$ cat config.mk
export PLATFORM = sky130hd
export DESIGN_NAME = serial_complementer
export DESIGN_NICKNAME = d
export VERILOG_FILES = /design/src/rtl/serial_complementer.sv
export SDC_FILE = /design/constraint.sdc
export NUM_CORES = 1
export LEC_CHECK = 0
export CORE_AREA = 10 10 47 49
export DETAILED_ROUTE_END_ITERATION = 12
export DIE_AREA = 0 0 57 59
export GPL_ROUTABILITY_DRIVEN = 0
export GPL_TIMING_DRIVEN = 1
export HOLD_SLACK_MARGIN = 0.02
export PLACE_DENSITY = 0.62
export SYNTH_ARGS = -nofsm -noshare
export SYNTH_HDL_FRONTEND = slang
export SYNTH_SLANG_ARGS = --single-unit
$ cat constraint.sdc
create_clock -name clk -period 2.1 [get_ports clk]
set_clock_uncertainty 0.15 [all_clocks]
set_input_delay 0.63 -clock clk [delete_from_list [all_inputs] [get_ports clk]]
set_output_delay 0.63 -clock clk [all_outputs]
set_load 0.01 [all_outputs]
$ cat src/rtl/serial_complementer.sv
// Multi-channel bit-serial LSB-first complementer.
// Every lane produces the pass-through, ones' complement or two's complement of its word.
// All lanes share one bit counter, one latched mode and one set of framing outputs.
// Each lane keeps its own seen_one flag and its own overflow flag.
module serial_complementer #(
    parameter int WIDTH    = 8,
    parameter int CHANNELS = 1
) (
    input  logic                clk,
    input  logic                reset,
    input  logic                x_valid,
    input  logic [CHANNELS-1:0] x,
    input  logic [1:0]          mode,
    output logic [CHANNELS-1:0] y,
    output logic                y_valid,
    output logic                y_last,
    output logic [CHANNELS-1:0] ovf
);

    localparam int             CNT_W = $clog2(WIDTH);
    localparam logic [CNT_W-1:0] LAST  = CNT_W'(WIDTH - 1);

    localparam logic [1:0] MODE_ONES = 2'b01;
    localparam logic [1:0] MODE_TWOS = 2'b10;

    logic [CNT_W-1:0]    cnt;
    logic [1:0]          mode_q;
    logic [CHANNELS-1:0] seen_one;

    logic                first_bit;
    logic                last_bit;
    logic [1:0]          cur_mode;
    logic [CHANNELS-1:0] s;
    logic [CHANNELS-1:0] y_next;
    logic [CHANNELS-1:0] ovf_next;

    // Per-lane output bit for the current mode. Reserved mode 11 falls through to pass.
    function automatic logic [CHANNELS-1:0] complement(
        input logic [1:0]          m,
        input logic [CHANNELS-1:0] bits,
        input logic [CHANNELS-1:0] seen
    );
        case (m)
            MODE_ONES: complement = ~bits;
            MODE_TWOS: complement = bits ^ seen;
            default:   complement = bits;
        endcase
    endfunction

    // Word framing: bit 0 takes the live mode and starts seen_one fresh; later bits use the latched state.
    always_comb begin
        first_bit = (cnt == '0);
        last_bit  = (cnt == LAST);
        cur_mode  = first_bit ? mode : mode_q;
        s         = first_bit ? '0 : seen_one;
        y_next    = complement(cur_mode, x, s);
        ovf_next  = '0;
        if (cur_mode == MODE_TWOS && last_bit) begin
            // The MSB is set with no lower one, so the word is 100...0. Its negation does not fit in WIDTH bits.
            ovf_next = x & ~s;
        end
    end

    // Advance framing and load the registered outputs on each valid bit.
    // Idle cycles keep all state and clear the qualifiers.
    always_ff @(posedge clk or negedge reset) begin
        if (!reset) begin
            cnt      <= '0;
            mode_q   <= 2'b00;
            seen_one <= '0;
            y        <= '0;
            y_valid  <= 1'b0;
            y_last   <= 1'b0;
            ovf      <= '0;
        end else if (x_valid) begin
            cnt      <= last_bit ? '0 : cnt + CNT_W'(1);
            mode_q   <= cur_mode;
            seen_one <= s | x;
            y        <= y_next;
            y_valid  <= 1'b1;
            y_last   <= last_bit;
            ovf      <= ovf_next;
        end else begin
            y_valid  <= 1'b0;
            y_last   <= 1'b0;
            ovf      <= '0;
        end
    end

endmodule
==> results_dict.tcl, run 1 <==
set metrics [dict create \
    core_um2 1400 \
    finalSetupTns_ns 0 \
    slew_viol_final 0 \
    hold_viol_final 0 \
    clk_path_buf_depth 2 \
    setup_viol 0 \
    layout-drive-gt1-share 0.206 \
    max_slew_margin 0.694 \
    yosys_warnings 0 \
    first_global_vias 379 \
    cts_max_level 1 \
    required_ns 2.09 \
    utilization 0.500 \
    postSynthAreaPerCell_um2 11.1 \
    drtIter0Drc 2 \
    clkTransAtPathRegs_ns 0.07 \
    drt-vias-per-instance 4.71 \
    antenna_cells 0 \
    crit_path_max_fanout 2 \
    syn_nets 59 \
    gr-total-overflow 0 \
    peakVddDrop_uv 488 \
    ys_ff_latch 10 \
    die-area_um2 3360 \
    hold_class "register to register" \
    clock-root-buffer "clkbuf_4" \
    drtAntennaViolNets 0 \
    fillCellCount 143 \
    die_w_um 57 \
    numCtsBuffers 3 \
    cts_tree "yes" \
    finalCriticalPeriod_ns 1.98 \
    antenna_found_initial 0 \
    syn_area_um2 512 \
    pre_cts_ws_ns -0.0909 \
    cp.arrival_ns 1.97 \
    drt_wl_total_um 976 \
    final_cell_mix "dfrtp_1, clkdlybuf4s50_1, inv_1, ha_1, buf_4" \
    layout_setup_ws_ns 0.116 \
    hold_slack_ns 0.347 \
    grt_use_total 0.0625 \
    die_h_um 59 \
    dpl.hpwl_um 755 \
    grt_start_max_net_pins 11 \
    leakagePower_nw 0.356 \
    ioPinCount 10 \
    worstSkewPairLatency_ns 0.27 \
    clock_sinks 10 \
    final_common_cell "dfrtp_1" \
    grt_pass1_wl_um 1590 \
    path_class "register to register" \
    holdBufCountCts 0 \
    timing.final.crit_share 0.945 \
    num_rows 14 \
    power_density_nw_per_um2 1240 \
    ys_seq_area_frac 0.489 \
    postSynthCellCount 46 \
    wl_per_cell_um 12.4 \
    syn2layout_area_growth_pct 36.9 \
    nNetsFinal 77 \
    status "completed" \
    clock.fmax_mhz 504 \
    start_kind "register" \
    drc_errors 0 \
    via_count 372 \
    port_buffers 9 \
    start_util 0.365 \
    drv_cap 0 \
    drt_pass1_iterations 4 \
    synth_cell_types 18 \
    end_kind "register" \
    tightest_slew_ns 0.457 \
]
==> kinds of logic (layout without fill, tap and decap cells) <==
kind of cell / count (synthesis) / after routing / share of synthesized area
AND/OR/NAND/NOR: 10 / 10 / 0.105
buffers and inverters: 8 / 25 / 0.0611
flip-flops: 10 / 10 / 0.489
AO/OA/AOI/OAI: 6 / 6 / 0.0685
multiplexers: 5 / 5 / 0.105
adder cells (fa/ha/maj): 7 / 7 / 0.171
==> stage by stage <==
step / cells / instance area, um^2 / total power, mW
floorplan: 46 / 512 / 0.522
global placement: 74 / 647 / 0.641
detailed placement: 74 / 647 / 0.655
CTS: 78 / 683 / 0.831
global route: 79 / 701 / 0.955
finish: 79 / 701 / 0.869
==> flip-flops by register name (all words and copies together) (netlist names) <==
name and cells:
cnt 3, mode_q 2, ovf 1, seen_one 1, y 1, y_last 1, y_valid 1
==> critical path, stage by stage (launching register included) <==
cell and delay (ns):
dfrtp_1 0.38, inv_1 0.07, ha_1 0.16, nor2b_2 0.19, mux2i_2 0.26, inv_1 0.07, ha_1 0.21, a221oi_2 0.24
o22ai_1 0.12
==> Yosys cell counts <==
cell	count	area [um^2]
dfrtp_1	10	250
ha_1	7	87.6
inv_1	7	26.3
nand2_1	3	11.3
o21ai_0	3	15.0
mux2_1	2	22.5
mux2i_1	2	20.0
nor2_1	2	7.51
a21oi_1	1	5.00
a221oi_1	1	8.76
and2_1	1	6.26
and3_1	1	6.26
buf_2	1	5.00
mux2_2	1	11.3
nand2b_1	1	6.26
nand3b_1	1	7.51
nor2b_2	1	8.76
o22ai_1	1	6.26
==> worst paths after layout <==
| check | start | to | slack, ns | cells after the start |
|---|---|---|---|---|
| setup / recovery | cnt[0] | y | 0.12 | 8 |
| hold / removal | mode_q[1] | mode_q[1] | 0.35 | 1 |
| setup reg to reg | cnt[0] | y | 0.12 | 8 |
| hold reg to reg | mode_q[1] | mode_q[1] | 0.35 | 1 |
| max in group asynchronous | reset | y | 0.96 | 1 |
| min in group asynchronous | reset | y_valid | 0.53 | 1 |
==> cell type report <==
type | count | area [um^2] | share of cell area
multi-input combinational | 28 | 240 | 0.343
inverter | 7 | 26.3 | 0.0375
timing repair buffer | 14 | 128 | 0.182
sequential | 10 | 250 | 0.357
tap | 16 | 20.0 | 0.0286
clock buffer | 4 | 36.3 | 0.0518
==> layer usage <==
metal	vias up	track usage	routed length (um)
li1	187	-	-
met1	169	0.0661	416
met2	11	0.0884	449
met3	5	0.0300	79
met4	0	0.0604	31
met5	-	0	0
==> where the power goes <==
| group | internal, mW | leakage (nW) | switching [mW] | total, mW |
|---|---|---|---|---|
| Sequential | 0.257 | 0.121 | 0.0379 | 0.295 |
| Clock | 0.105 | 0.0210 | 0.0689 | 0.174 |
| Combinational | 0.219 | 0.213 | 0.181 | 0.400 |
| Total | 0.582 | 0.356 | 0.288 | 0.869 |
==> repair_timing <==
| action | in CTS | in global routing |
|---|---|---|
| buffers inserted | 0 | 1 |
| endpoints found under the hold margin | 0 | 0 |
| setup endpoints to repair | 0 | 1 |
| gates resized for setup | 0 | 2 |
Note: power is estimated with default switching activity, not from simulation.
==> inputs of run 2 (changes only) <==
- ABC_AREA: unset -> 1
- CTS_BUF_LIST: unset -> sky130_fd_sc_hd__clkbuf_8
- PLACE_DENSITY: 0.62 -> 0.65
- RECOVER_POWER: unset -> 25
==> results_dict.tcl, run 2 <==
set metrics [dict create \
    status "completed" \
    hold_viol_final 0 \
    cts_max_level 1 \
    pre_cts_ws_ns -0.0184 \
    largest_reg_flops 3 \
    synth_area_leaders "dfrtp_1, ha_1, nand2_1, inv_1, nand3_1" \
    start_util 0.389 \
    finalCriticalPeriod_ns 1.88 \
    grt_use_total 0.0612 \
    nNetsFinal 90 \
    dpl.hpwl_um 701 \
    grt_pass1_wl_um 1570 \
    dpl_cell_area_um2 644 \
    setup_viol 0 \
    layout-drive-gt1-share 0.0667 \
    path_class "register to output pin" \
    utilization 0.489 \
    synth_cell_types 11 \
    ys_seq_area_frac 0.459 \
    die-area_um2 3360 \
    required_ns 1.32 \
    final_common_cell "nand2_1" \
    cts_tree "yes" \
    end_kind "output pin" \
    crit_path_top_delay_cell "clkdlybuf4s50_1" \
    layout_setup_ws_ns 0.216 \
    async_flop_share 1.00 \
    wl_met2_um 338 \
    top_layer "met4" \
    cts_setup_buffers 0 \
    syn2layout_area_growth_pct 25.7 \
    worstSkewPairLatency_ns 0.23 \
    rsz0062_at_grt "no" \
    drtIter0Drc 5 \
    syn_nets 77 \
    clk_path_buf_depth 2 \
    drt_pass1_iterations 2 \
    crit_path_max_fanout 2 \
    drt_wl_total_um 893 \
    tightest_slew_ns 0.462 \
    fin_area_um2 686 \
    antenna_found_initial 0 \
    ys_ff_latch 10 \
    syn_area_um2 546 \
    critical-path-max-stage-delay_ns 0.54 \
    peakVddDrop_uv 425 \
    critical_path.top_delay_family "buffers and inverters" \
    postSynthAreaPerCell_um2 8.52 \
    cp.arrival_ns 1.10 \
    synth-edff-count 0 \
    ys.flop_type "dfrtp_1" \
    drt-met1-wl_um 430 \
    final_cell_mix "nand2_1, inv_1, dfrtp_1" \
    yosysMostFrequentCell "nand2_1" \
    stdcell_count 91 \
    numCtsBuffers 3 \
    crit_chain "clkdlybuf4s50_1" \
    hold_slack_ns 0.326 \
    finalSetupTns_ns 0 \
    power_uw 806 \
    hold_class "register to register" \
    synth_top_cell_by_area "dfrtp_1" \
    clock_sinks 10 \
    largest_register "cnt" \
    slew_viol_final 0 \
    clkTransAtPathRegs_ns 0.05 \
    postSynthCellCount 64 \
    num_rows 14 \
    multi_input_comb_area_um2 226 \
    max_slew_margin 0.691 \
    leakagePower_nw 0.375 \
    core_um2 1400 \
    gr-total-overflow 0 \
    first_global_vias 391 \
    fillCellCount 154 \
    synth_top_area_frac 0.459 \
    start_kind "register" \
    wl_met3_um 100 \
    power_density_nw_per_um2 1180 \
    wl_per_cell_um 9.81 \
    grt_start_max_net_pins 12 \
    die_w_um 57 \
    yosys_warnings 0 \
    holdBufCountCts 0 \
    reg.largest.list "cnt (3), mode_q (2)" \
    drt-vias-per-instance 4.56 \
    timing.final.crit_share 0.897 \
    cts_resized 0 \
    drv_cap 0 \
    path_buf_inv 1 \
    drc_errors 0 \
    seq_area_um2 250 \
    clock-root-buffer "clkbuf_8" \
    clock.fmax_mhz 531 \
    port_buffers 9 \
    drtAntennaViolNets 0 \
    via_count 415 \
    ioPinCount 10 \
    die_h_um 59 \
    antenna_cells 0 \
    synth_commonest_cells "nand2_1, inv_1, dfrtp_1, ha_1, nand3_1" \
    dp.cells 88 \
]
[run 2: report_power, final]
group / internal [mW] / switching (mW) / total (mW)
Combinational: 0.145 / 0.187 / 0.332
Clock: 0.125 / 0.0682 / 0.193
Sequential: 0.252 / 0.0289 / 0.281
Total: 0.522 / 0.284 / 0.806
[run 2: cell families (layout without fill, tap and decap cells)]
group                      Yosys count  in the layout  synth area share
and+or+nand+nor                     27             27             0.202
buffers and inverters               15             26             0.126
DFF                                 10             10             0.459
adders and majority gates            7              7             0.161
AOI/OAI and AO/OA                    5              5            0.0527
[run 2: worst paths after layout]
| kind | from | to | slack, ns | cells after the start |
|---|---|---|---|---|
| setup reg to reg | cnt[0] | y | 0.36 | 11 |
| max in group asynchronous | reset | cnt[0] | 0.85 | 1 |
| hold / removal | y | y | 0.33 | 2 |
| hold reg to reg | y | y | 0.33 | 2 |
| setup / recovery | y | y | 0.22 | 1 |
| min in group asynchronous | reset | seen_one | 0.64 | 1 |
[run 2: final cells by class]
class,count,area share
repair buffers,9,0.131
inverters,14,0.0839
clock buffers,3,0.0602
flip-flops and latches,10,0.365
multi-input cells,39,0.330
well taps,16,0.0292
[run 2: metal layers]
metal,track usage,vias up
met3,0.0408,2
li1,-,216
met4,0.0503,0
met1,0.0661,185
met2,0.0806,12
met5,0,-
==> inputs of run 3 (changes only) <==
- SLEW_MARGIN: unset -> 20
==> results of run 3 <==
No change in the layout: final DEF, timing and power equal those of run 2.
